$ cat src/rtl/bht_outcome_demux.sv
`default_nettype none
// ============================================================================
// Module   : bht_outcome_demux
// Purpose  : Branch history table of NUM_ENTRIES saturating counters.
//            A resolved branch outcome is steered to one channel. That
//            channel's counter is trained, and a registered one-hot strobe
//            (ENABLE) and the routed outcome (OUT) are emitted one cycle
//            later. A registered lookup port returns the counter at
//            LOOKUP_ADDR (PRED_STATE) and its MSB (PREDICT). A same-cycle
//            update to the looked-up channel is forwarded to the lookup.
// Ports    : CLOCK, RESET (sync, active-high)
//            UPDATE_VALID, UPDATE_ADDR[IDX_W], OUTCOME  - training request
//            LOOKUP_ADDR[IDX_W]                         - prediction index
//            ENABLE[NUM_ENTRIES], OUT[NUM_ENTRIES]      - routed update
//            PREDICT, PRED_STATE[CTR_W]                 - prediction
// Revision : 1.0 - initial release
// ============================================================================
module bht_outcome_demux #(
    parameter int NUM_ENTRIES = 8,
    parameter int CTR_W       = 2,
    parameter int IDX_W       = $clog2(NUM_ENTRIES)
) (
    input  logic                   CLOCK,
    input  logic                   RESET,
    input  logic                   UPDATE_VALID,
    input  logic [IDX_W-1:0]       UPDATE_ADDR,
    input  logic                   OUTCOME,
    input  logic [IDX_W-1:0]       LOOKUP_ADDR,
    output logic [NUM_ENTRIES-1:0] ENABLE,
    output logic [NUM_ENTRIES-1:0] OUT,
    output logic                   PREDICT,
    output logic [CTR_W-1:0]       PRED_STATE
);

    localparam logic [CTR_W-1:0]       c_CTR_MAX  = {CTR_W{1'b1}};
    // Weakly not-taken: 0 for a 1-bit counter, 01 for 2 bits, 011 for 3 bits.
    localparam logic [CTR_W-1:0]       c_CTR_INIT = CTR_W'((1 << (CTR_W - 1)) - 1);
    localparam logic [NUM_ENTRIES-1:0] c_ONE      = NUM_ENTRIES'(1);

    logic [CTR_W-1:0]       w_ctr [NUM_ENTRIES];
    logic [CTR_W-1:0]       w_cur;
    logic [CTR_W-1:0]       w_next;
    logic [NUM_ENTRIES-1:0] w_sel;
    logic                   w_bypass;

    logic [NUM_ENTRIES-1:0] r_enable;
    logic [NUM_ENTRIES-1:0] r_out;
    logic [CTR_W-1:0]       r_pred_state;

    // Trained value of the addressed counter; one shared incrementer is enough
    // because only one channel can be updated per cycle.
    assign w_cur = w_ctr[UPDATE_ADDR];

    always_comb begin
        w_next = w_cur;
        if (OUTCOME) begin
            if (w_cur != c_CTR_MAX) begin
                w_next = w_cur + CTR_W'(1);
            end
        end else begin
            if (w_cur != '0) begin
                w_next = w_cur - CTR_W'(1);
            end
        end
    end

    assign w_sel    = c_ONE << UPDATE_ADDR;
    assign w_bypass = UPDATE_VALID && (UPDATE_ADDR == LOOKUP_ADDR);

    generate
        for (genvar i = 0; i < NUM_ENTRIES; i++) begin : g_ctr
            logic [CTR_W-1:0] r_ctr;

            always_ff @(posedge CLOCK) begin
                if (RESET) begin
                    r_ctr <= c_CTR_INIT;
                end else if (UPDATE_VALID && w_sel[i]) begin
                    r_ctr <= w_next;
                end
            end

            assign w_ctr[i] = r_ctr;
        end
    endgenerate

    always_ff @(posedge CLOCK) begin
        if (RESET) begin
            r_enable     <= '0;
            r_out        <= '0;
            r_pred_state <= c_CTR_INIT;
        end else begin
            r_enable     <= UPDATE_VALID ? w_sel : '0;
            r_out        <= (UPDATE_VALID && OUTCOME) ? w_sel : '0;
            // Forward the freshly trained value so the lookup never sees a
            // stale counter for a channel updated on the same edge.
            r_pred_state <= w_bypass ? w_next : w_ctr[LOOKUP_ADDR];
        end
    end

    assign ENABLE     = r_enable;
    assign OUT        = r_out;
    assign PRED_STATE = r_pred_state;
    assign PREDICT    = r_pred_state[CTR_W-1];

endmodule
`default_nettype wire

$ cat config.mk
export PLATFORM = sky130hd
export DESIGN_NAME = bht_outcome_demux
export DESIGN_NICKNAME = d
export VERILOG_FILES = /design/src/rtl/bht_outcome_demux.sv
export SDC_FILE = /design/constraint.sdc
export NUM_CORES = 1
export LEC_CHECK = 0
export CAP_MARGIN = 20
export CORE_AREA = 2 2 65 52
export CTS_CLUSTER_SIZE = 20
export DETAILED_ROUTE_END_ITERATION = 10
export DIE_AREA = 0 0 67 54
export HOLD_SLACK_MARGIN = 0.02
export PLACE_DENSITY = 0.8
export SLEW_MARGIN = 20
export SYNTH_ARGS = -nofsm -noshare
export SYNTH_HDL_FRONTEND = slang
export SYNTH_SLANG_ARGS = --single-unit
$ cat constraint.sdc
create_clock -name CLOCK -period 2.3 [get_ports CLOCK]
set_input_delay 0.46 -clock CLOCK [delete_from_list [all_inputs] [get_ports CLOCK]]
set_output_delay 0.46 -clock CLOCK [all_outputs]
set_load 0.02 [all_outputs]
==> out/results.ini <==
[floorplanning]
die_area_um2=3618
start_util_pct=46.98
core-area_um2=3063
die-height_um=54
dieWidth_um=67
row_count=18
ios=29

[setup_path]
path_cells=clkdlybuf4s50_1, buf_4, mux4_1, mux2i_4, maj3_1, a211oi_1
worst-path-max-fanout=4
start_kind=primary input
worstSetupPathType=in -> reg
critPathSlowestCell=mux4_1
worstPathArrival_ps=2400
crit_buf_inv=2
crit_family=multiplexers
slowest_delay_ps=590
cp.required_ps=2460
endpoint_kind=register

[cells_and_area]
fillers=248
drive_above_1_share_pct=25.00
seqCellArea_um2=680.7
area_growth_pct=37.22
fin_util_pct=64.46
final_nets=190
multiInputGateArea_um2=719.4
fin_cells=220
antenna_cells=0

[power]
p_per_area_nw_per_um2=670.3
p_leak_nw=0.7094
power.total_w=0.001323
max-vdd-ir-drop_mv=0.4434

[placement]
io_buffers=28
place_inst=212
gp_congestion=0.8215
dp_hpwl_mm=2.509
place_ws_ps=-256.8

[job]
maxCapViolCount=0

[clock_network]
cts_made_buffers=5
cts_buffer_depth=2
clock_latency_ps=280
cts_max_level=2
cts_sinks=34
post-cts-setup-buffer-count=0
path_clk_slew_ps=70
clockRootBuffer=clkbuf_8
cts_tree=built

[timing]
setup_ws_ps=60.86
slew_violations=0
hold_violations=0
rsz0062_at_grt=no
fin_skew_ps=4.959
slew_headroom_pct=74.10
finalSetupViolCount=0
max_freq_ghz=0.4466
tightest_slew_ps=387.6
fin_crit_sh_pct=97.35
fin_crit_ps=2239

[synth]
synth_top_family_by_area=multiplexers
yosysSeqAreaShare_pct=47.30
synth_seq_cells=34
synthCells=138
avgSynthCellArea_um2=10.43
synth-compound-area-share_pct=15.13
synthSimpleGateAreaFrac_pct=14.00
ys_types=26
synthAdderAreaFrac_pct=1.739
yosys.area_share.xor_xnor_pct=1.826
synthMuxAreaShare_pct=16.26
yosys_warnings=0
synth_nets=148
syn_area_um2=1439

[detailed_routing]
via_per_inst=5.555
wl_mm=3.409
ant_nets=0
route.detailed.drc=0
firstDrtPassIters=5
via_count=1222
drt_iter0_drc=66
wl_per_cell_um=15.50

[grt]
grt.total_usage_pct=21.28
grt_pass1_vias=1232
grt_overflow_total=0
grt_pass1_wl_mm=5.540
grt_max_degree=19
antenna_found_initial=0

[status]
outcome=completed

[min_path]
hp-class=reg -> reg

## kinds of logic after synthesis
group / after synthesis
compound gates: 31
xor+xnor: 3
fa+ha+maj: 2
buf+inv: 12
flops: 34
mux: 12
simple gates: 44
## flip-flops by register name, indices dropped and copies added (netlist names)
signal and count:
g_ctr.r_ctr 16, ENABLE 8, PRED_STATE 2, OUT 8
## Yosys cell counts
cell type,count,share of area [%]
dfxtp_1,34,47
nor2_1,23,6.0
a21oi_1,12,4.2
o21ai_2,9,5.5
a211oi_1,7,3.7
clkbuf_1,7,1.8
mux4_2,5,7.8
nand2_1,5,1.3
nand3_1,4,1.4
nor2b_1,4,1.7
a311oi_1,3,1.8
and3_1,3,1.3
mux4_1,3,5.5
xnor2_1,3,1.8
buf_4,2,1.0
mux2_2,2,1.6
mux2i_1,2,1.4
nand4_1,2,0.87
and4_1,1,0.61
buf_1,1,0.26
buf_2,1,0.35
inv_1,1,0.26
maj3_2,1,0.78
maj3_4,1,0.96
nand2b_1,1,0.44
nor3_1,1,0.35
## cell type report
type	instances	share of cell area, %
Clock inverter	1	1.521
Inverter	1	0.1901
Sequential cell	34	34.47
Clock buffer	6	4.183
Tap cell	40	2.535
Timing Repair Buffer	45	20.66
Multi-Input combinational cell	93	36.44
## stage by stage
| step | hold WS (ps) | setup TNS [ps] | instance area (µm²) |
|---|---|---|---|
| after floorplan | 453.2 | 0 | 1439 |
| after global placement | 482.6 | -3178 | 1847 |
| after detailed placement | 499.5 | -4269 | 1847 |
| after CTS | 512.9 | 0 | 1959 |
| after global routing | 544.9 | 0 | 1974 |
| final | 521.3 | 0 | 1974 |
## metal layers
layer  track usage, %  vias to the layer above  wire length, µm  part of all wire [%]
li1                 -                      581                -                     -
met1            25.07                      591             1392                    41
met2            37.79                       42             1734                    51
met3            5.858                        8              238                   7.0
met4            7.143                        0               44                   1.3
met5                0                        -                0                     0
## report_power, final
| part | leakage (nW) | internal [W] | total (W) | switching (W) |
|---|---|---|---|---|
| registers | 0.276 | 0.000605 | 0.000615 | 0.0000106 |
| logic | 0.376 | 0.0000813 | 0.000167 | 0.0000856 |
| clock network | 0.0573 | 0.000346 | 0.000541 | 0.000195 |
## placed cells by master, fill, tap and decap left out, drive strengths merged, types with 4 or more instances in the layout
master         Yosys  final
nor2              23     23
mux4               8      8
nor2b              4      4
clkdlybuf4s50      0     28
nand2              5      5
nand3              4      4
buf                4     17
a211oi             7      7
a21oi             12     12
o21ai              9      9
dfxtp             34     34
clkbuf             7      6
## path summary, 6_finish.rpt
path,from,endpoint,slack (ps),depth (start not counted)
worst max register to register,g_ctr[7].r_ctr[0],g_ctr[7].r_ctr[0],540,4
worst max-delay path,UPDATE_ADDR[1],PRED_STATE[1],60,6
worst min-delay path,g_ctr[3].r_ctr[1],g_ctr[3].r_ctr[1],520,2
worst min register to register,g_ctr[3].r_ctr[1],g_ctr[3].r_ctr[1],520,2
## timing repair
item	in CTS	in global routing
setup endpoints to repair	0	4
hold buffers	0	0
resized for setup	0	4
## tightest hold or removal path: cells and delay by family, from the launching register on
kind / cells / cell delay (ps)
flops: 1 / 320
simple gates: 1 / 100
compound gates: 1 / 50
Note: power is estimated with default switching activity, not from simulation.
